`src/rtl/trivium_stream.sv`:
```
// Trivium keystream generator with WORD_W bits per clock, a valid/ready output stream
// and a run-time key/IV load port that restarts the warm-up phase.
module trivium_stream #(
    parameter int unsigned WORD_W      = 8,
    parameter int unsigned INIT_ROUNDS = 1152,
    parameter logic [79:0] DEFAULT_KEY = 80'h9719CFC92A9FF688F9AA,
    parameter logic [79:0] DEFAULT_IV  = 80'hECBB76B09AFF71D0D151
) (
    input  logic              clk,
    input  logic              rst,
    input  logic              load_valid,
    output logic              load_ready,
    input  logic [79:0]       key_in,
    input  logic [79:0]       iv_in,
    output logic              ks_valid,
    input  logic              ks_ready,
    output logic [WORD_W-1:0] ks_data,
    output logic              busy
);
    localparam int unsigned STATE_W    = 288;
    localparam int unsigned INIT_WORDS = INIT_ROUNDS / WORD_W;
    localparam int unsigned CNT_W      = (INIT_WORDS < 1) ? 1 : $clog2(INIT_WORDS + 1);
    localparam logic [CNT_W-1:0] CNT_LAST = CNT_W'(INIT_WORDS - 1);

    if (!(WORD_W == 1 || WORD_W == 2 || WORD_W == 4 || WORD_W == 8 ||
          WORD_W == 16 || WORD_W == 32 || WORD_W == 64)) begin : g_bad_word_w
        $error("trivium_stream: WORD_W must be one of 1, 2, 4, 8, 16, 32, 64");
    end
    if (INIT_ROUNDS == 0 || (INIT_ROUNDS % WORD_W) != 0) begin : g_bad_init_rounds
        $error("trivium_stream: INIT_ROUNDS must be a nonzero multiple of WORD_W");
    end

    // Bit k of the packed state holds Trivium cell s(k+1).
    function automatic logic [STATE_W-1:0] load_state(input logic [79:0] key,
                                                      input logic [79:0] iv);
        logic [STATE_W-1:0] s;
        s = '0;
        for (int i = 0; i < 80; i++) begin
            s[i]      = key[79-i];
            s[93+i]   = iv[79-i];
        end
        s[287:285] = 3'b111;
        return s;
    endfunction

    function automatic logic step_z(input logic [STATE_W-1:0] s);
        return s[65] ^ s[92] ^ s[161] ^ s[176] ^ s[242] ^ s[287];
    endfunction

    function automatic logic [STATE_W-1:0] step_s(input logic [STATE_W-1:0] s);
        logic t1, t2, t3;
        t1 = s[65] ^ s[92] ^ (s[90] & s[91]) ^ s[170];
        t2 = s[161] ^ s[176] ^ (s[174] & s[175]) ^ s[263];
        t3 = s[242] ^ s[287] ^ (s[285] & s[286]) ^ s[68];
        return {s[286:177], t2, s[175:93], t1, s[91:0], t3};
    endfunction

    localparam logic [STATE_W-1:0] RESET_STATE = load_state(DEFAULT_KEY, DEFAULT_IV);

    typedef enum logic {INIT, RUN} state_e;

    state_e             state_q, state_d;
    logic [STATE_W-1:0] s_q, s_d, s_adv;
    logic [CNT_W-1:0]   cnt_q, cnt_d;
    logic               ks_valid_q, ks_valid_d;
    logic [WORD_W-1:0]  ks_data_q, ks_data_d, z_word;
    logic               busy_q, busy_d;
    logic               load_ready_q, load_ready_d;
    logic               load_acc, slot_free;

    // WORD_W single-bit steps unrolled; bit j of the word is the output of step j.
    always_comb begin
        s_adv  = s_q;
        z_word = '0;
        for (int j = 0; j < WORD_W; j++) begin
            z_word[j] = step_z(s_adv);
            s_adv     = step_s(s_adv);
        end
    end

    always_comb begin
        state_d    = state_q;
        s_d        = s_q;
        cnt_d      = cnt_q;
        ks_valid_d = ks_valid_q;
        ks_data_d  = ks_data_q;
        load_acc   = load_valid && load_ready_q;
        slot_free  = !ks_valid_q || ks_ready;
        case (state_q)
            INIT: begin
                s_d   = s_adv;
                cnt_d = cnt_q + CNT_W'(1);
                if (cnt_q == CNT_LAST) begin
                    state_d = RUN;
                end
            end
            RUN: begin
                // A reload wins over output generation and drops any pending word.
                if (load_acc) begin
                    s_d        = load_state(key_in, iv_in);
                    cnt_d      = '0;
                    state_d    = INIT;
                    ks_valid_d = 1'b0;
                end else if (slot_free) begin
                    ks_data_d  = z_word;
                    s_d        = s_adv;
                    ks_valid_d = 1'b1;
                end
            end
            default: state_d = INIT;
        endcase
        busy_d       = (state_d == INIT);
        load_ready_d = (state_d == RUN);
    end

    always_ff @(posedge clk or posedge rst) begin
        if (rst) begin
            state_q      <= INIT;
            s_q          <= RESET_STATE;
            cnt_q        <= '0;
            ks_valid_q   <= 1'b0;
            ks_data_q    <= '0;
            busy_q       <= 1'b1;
            load_ready_q <= 1'b0;
        end else begin
            state_q      <= state_d;
            s_q          <= s_d;
            cnt_q        <= cnt_d;
            ks_valid_q   <= ks_valid_d;
            ks_data_q    <= ks_data_d;
            busy_q       <= busy_d;
            load_ready_q <= load_ready_d;
        end
    end

    assign ks_valid   = ks_valid_q;
    assign ks_data    = ks_data_q;
    assign busy       = busy_q;
    assign load_ready = load_ready_q;

endmodule
```
`config.mk`:
```
export PLATFORM = sky130hd
export DESIGN_NAME = trivium_stream
export DESIGN_NICKNAME = d
export VERILOG_FILES = /design/src/rtl/trivium_stream.sv
export SDC_FILE = /design/constraint.sdc
export NUM_CORES = 1
export LEC_CHECK = 0
export ABC_AREA = 1
export CAP_MARGIN = 20
export CORE_UTILIZATION = 45
export DETAILED_ROUTE_END_ITERATION = 10
export GPL_TIMING_DRIVEN = 0
export PLACE_DENSITY = 0.7
export SLEW_MARGIN = 30
export SYNTH_ARGS = -nofsm -noshare
export SYNTH_HDL_FRONTEND = slang
export SYNTH_SLANG_ARGS = --single-unit
```
`constraint.sdc`:
```
create_clock -name clk -period 26.1 [get_ports clk]
set_clock_uncertainty 0.2 [all_clocks]
set_input_delay 3.915 -clock clk [delete_from_list [all_inputs] [get_ports clk]]
set_output_delay 3.915 -clock clk [all_outputs]
set_load 0.01 [all_outputs]
```
==> results.json <==
{
  "rows": 64,
  "ir_drop_mv": 0.0550,
  "tightest_slew_ns": 0.782,
  "clockBufferDepth": 3,
  "start_util_pct": 46.1,
  "syn-cell-area_um2": 14200,
  "synth_most_common_cell": "nand2_1",
  "rr_worst_depth": 8,
  "top_layer_used": "met5",
  "drive_gt1_share_pct": 11.1,
  "yosys.area.top_type_share_pct": 37.5,
  "areaGrowthSynthToFinish_pct": 24.3,
  "place_congestion": 0.949,
  "rsz0062_at_grt": "false",
  "synth_compound_area_share_pct": 16.3,
  "cts-buffers-inserted": 34,
  "hold_class": "flip-flop to flip-flop",
  "tns_ns": 0,
  "required_ns": 21.98,
  "hold_depth": 2,
  "drc": 12,
  "async_reset_ff_share_pct": 100,
  "postRouteAntennaNets": 0,
  "status": "finished with violations",
  "cts_sinks": 307,
  "fp.dieH_um": 180,
  "ioPinCount": 175,
  "p_leak_nw": 8.55,
  "yosysSeqAreaShare_pct": 54.9,
  "critPathLaunchType": "flip-flop",
  "synth_top_family_by_area": "simple AND/OR/NAND/NOR gates",
  "finalMaxSlewViolations": 0,
  "fmax_ghz": 0.176,
  "met1Wirelength_mm": 18.4,
  "hold_end": "s_q[7]$_DFFE_PP1P_",
  "slew_headroom_pct": 47.9,
  "clk_pin_slew_worst_paths_ns": 0.06,
  "gr-total-overflow": 0,
  "dieArea_um2": 32300,
  "yosys.area.top_type": "dfrtp_1",
  "ff2ff_setup_slack_ns": 23.82,
  "crit_slowest_cell": "clkdlybuf4s50_1",
  "wl_met2_mm": 18.5,
  "drtPass1Iterations": 8,
  "path_buf_inv": 1,
  "synth_fa_ha_area_share_pct": 0.0881,
  "synth_area_per_cell_um2": 8.19,
  "regToRegStartpoint": "load_ready$_DFF_PP0_",
  "ys_ff_latch": 307,
  "drt_iter0_markers": 1108,
  "num_vias": 12600,
  "post_cts_resized": 0,
  "synth_xor_area_share_pct": 1.17,
  "p_per_area_nw_per_um2": 118,
  "worstHoldStart": "s_q[7]$_DFFE_PP1P_",
  "post-route-min-period_ns": 5.67,
  "grt_max_degree": 90,
  "muxShareOfSynthArea_pct": 0,
  "nFillCells": 2824,
  "core_um2": 30800,
  "finalSetupViolations": 0,
  "hold_slack_ns": 0.268,
  "maxCapViolations": 0,
  "route.met3.wl_mm": 3.21,
  "track_usage_pct": 25.8,
  "synth-simple-area-share_pct": 19.5,
  "via_per_inst": 5.31,
  "slowest_delay_ns": 0.53,
  "antenna_found_initial": 1,
  "cp_max_fo": 1,
  "tritoncts": "done",
  "syn_nets": 1899,
  "cts_root_buffer": "clkbuf_16",
  "worstSetupPathType": "flip-flop to output port",
  "cp_cell_sequence": "clkdlybuf4s50_1",
  "hold_viol_final": 0,
  "wl_per_cell_um": 17.3,
  "netlist_instances": 1734,
  "grt_pass1_vias": 12300,
  "ys_warn_count": 0,
  "fin_crit_sh_pct": 21.7,
  "failed_checks": "DRC",
  "ys_types": 27,
  "holdBufCountCts": 0,
  "insertion_delay_ns": 0.52,
  "grt_pass1_wl_mm": 65.3,
  "cp_top_family": "buffers and inverters",
  "crit_path_end_kind": "output port",
  "cts_setup_buffers": 0,
  "synthTopCellsByArea": "dfrtp_1 (38%), dfstp_2 (17%), nand2_1 (13%)",
  "synth-edff-count": 0,
  "portBuffers": 174,
  "r2r_end": "s_q[183]$_DFFE_PP0P_",
  "wirelength_mm": 41.0,
  "die_x_um": 180,
  "synth_commonest_cells": "nand2_1 (498), a21oi_1 (244), dfrtp_1 (213)",
  "fin_nets": 2113,
  "synthFlopType": "dfrtp_1",
  "h-tree-depth": 2,
  "arrival_ns": 1.56,
  "dpl.hpwl_mm": 30.9
}
## placed cells by master (no fill, tap or decap), types with 2 or more instances in the layout
master	netlist	layout
buf_2	51	51
a22oi_1	2	2
inv_6	0	3
clkinv_1	1	2
o21ai_1	12	12
clkinv_2	0	4
inv_1	169	168
nand2_1	498	498
clkbuf_8	0	7
clkbuf_16	0	34
o21ai_0	39	39
o211ai_1	23	23
a21oi_1	244	244
inv_2	3	3
nand3_1	71	71
clkdlybuf4s50_1	0	174
buf_16	0	4
dfrtp_1	213	213
o22ai_1	105	105
dfstp_2	94	94
clkbuf_1	36	46
nor2_1	135	135
xor2_1	13	13
buf_4	11	11
xnor2_1	6	6
## report_power, final
group          total, mW  switching [mW]  internal [mW]
Combinational      0.692           0.421          0.271
Sequential         0.923           0.154          0.769
Clock              0.469           0.196          0.273
## kinds of logic after synthesis
group,count (synthesis)
simple gates,709
buf+inv,273
flops,307
compound gates,425
xor+xnor,19
fa+ha+maj,1
## flip-flops by register name (all words and copies together), names as in the netlist
name,count
s_q,288
ks_data,8
load_ready,1
ks_valid,1
cnt_q,8
busy,1
## layer usage
| metal | vias up | track usage [%] |
|---|---|---|
| met5 | - | 0 |
| met1 | 5988 | 36.6 |
| li1 | 6063 | - |
| met2 | 461 | 39.9 |
| met4 | 2 | 7.66 |
| met3 | 66 | 5.23 |
## area by class of cell
| type | instances | area (um^2) | area share [%] |
|---|---|---|---|
| diodes | 1 | 2.50 | 0.0142 |
| clock buffers | 51 | 985 | 5.58 |
| inverters | 173 | 657 | 3.72 |
| clock inverters | 11 | 104 | 0.588 |
| plain buffers | 100 | 488 | 2.76 |
| flip-flops and latches | 307 | 7800 | 44.2 |
| repair buffers | 178 | 1850 | 10.5 |
| well taps | 396 | 495 | 2.81 |
| multi-input cells | 1154 | 5270 | 29.9 |
## per-stage QoR
stage                     setup WS, ns  total power [mW]  instances  util [%]  instance area [um^2]
after floorplan                  13.65              1.36       1734         -                 14200
after global placement            9.92              1.58       2304      53.3                 16400
after detailed placement         19.95              1.61       2308      53.7                 16600
after CTS                        20.41              2.08       2370      57.3                 17700
after global routing             20.32              2.23       2370      57.3                 17700
final                            20.43              2.08       2371      57.3                 17700
## how the worst max path moves through the flow
stage,start,to,depth (start not counted)
after floorplan,rst,cnt_q[0]$_DFFE_PP0P_,1
after global placement,rst,cnt_q[7]$_DFFE_PP0P_,2
after CTS,busy$_DFF_PP1_,busy,1
after global routing,load_valid,s_q[2]$_DFFE_PP0P_,7
final,busy$_DFF_PP1_,busy,1
after detailed placement,load_valid,s_q[2]$_DFFE_PP0P_,7
Power figures use the tool's default switching activity.
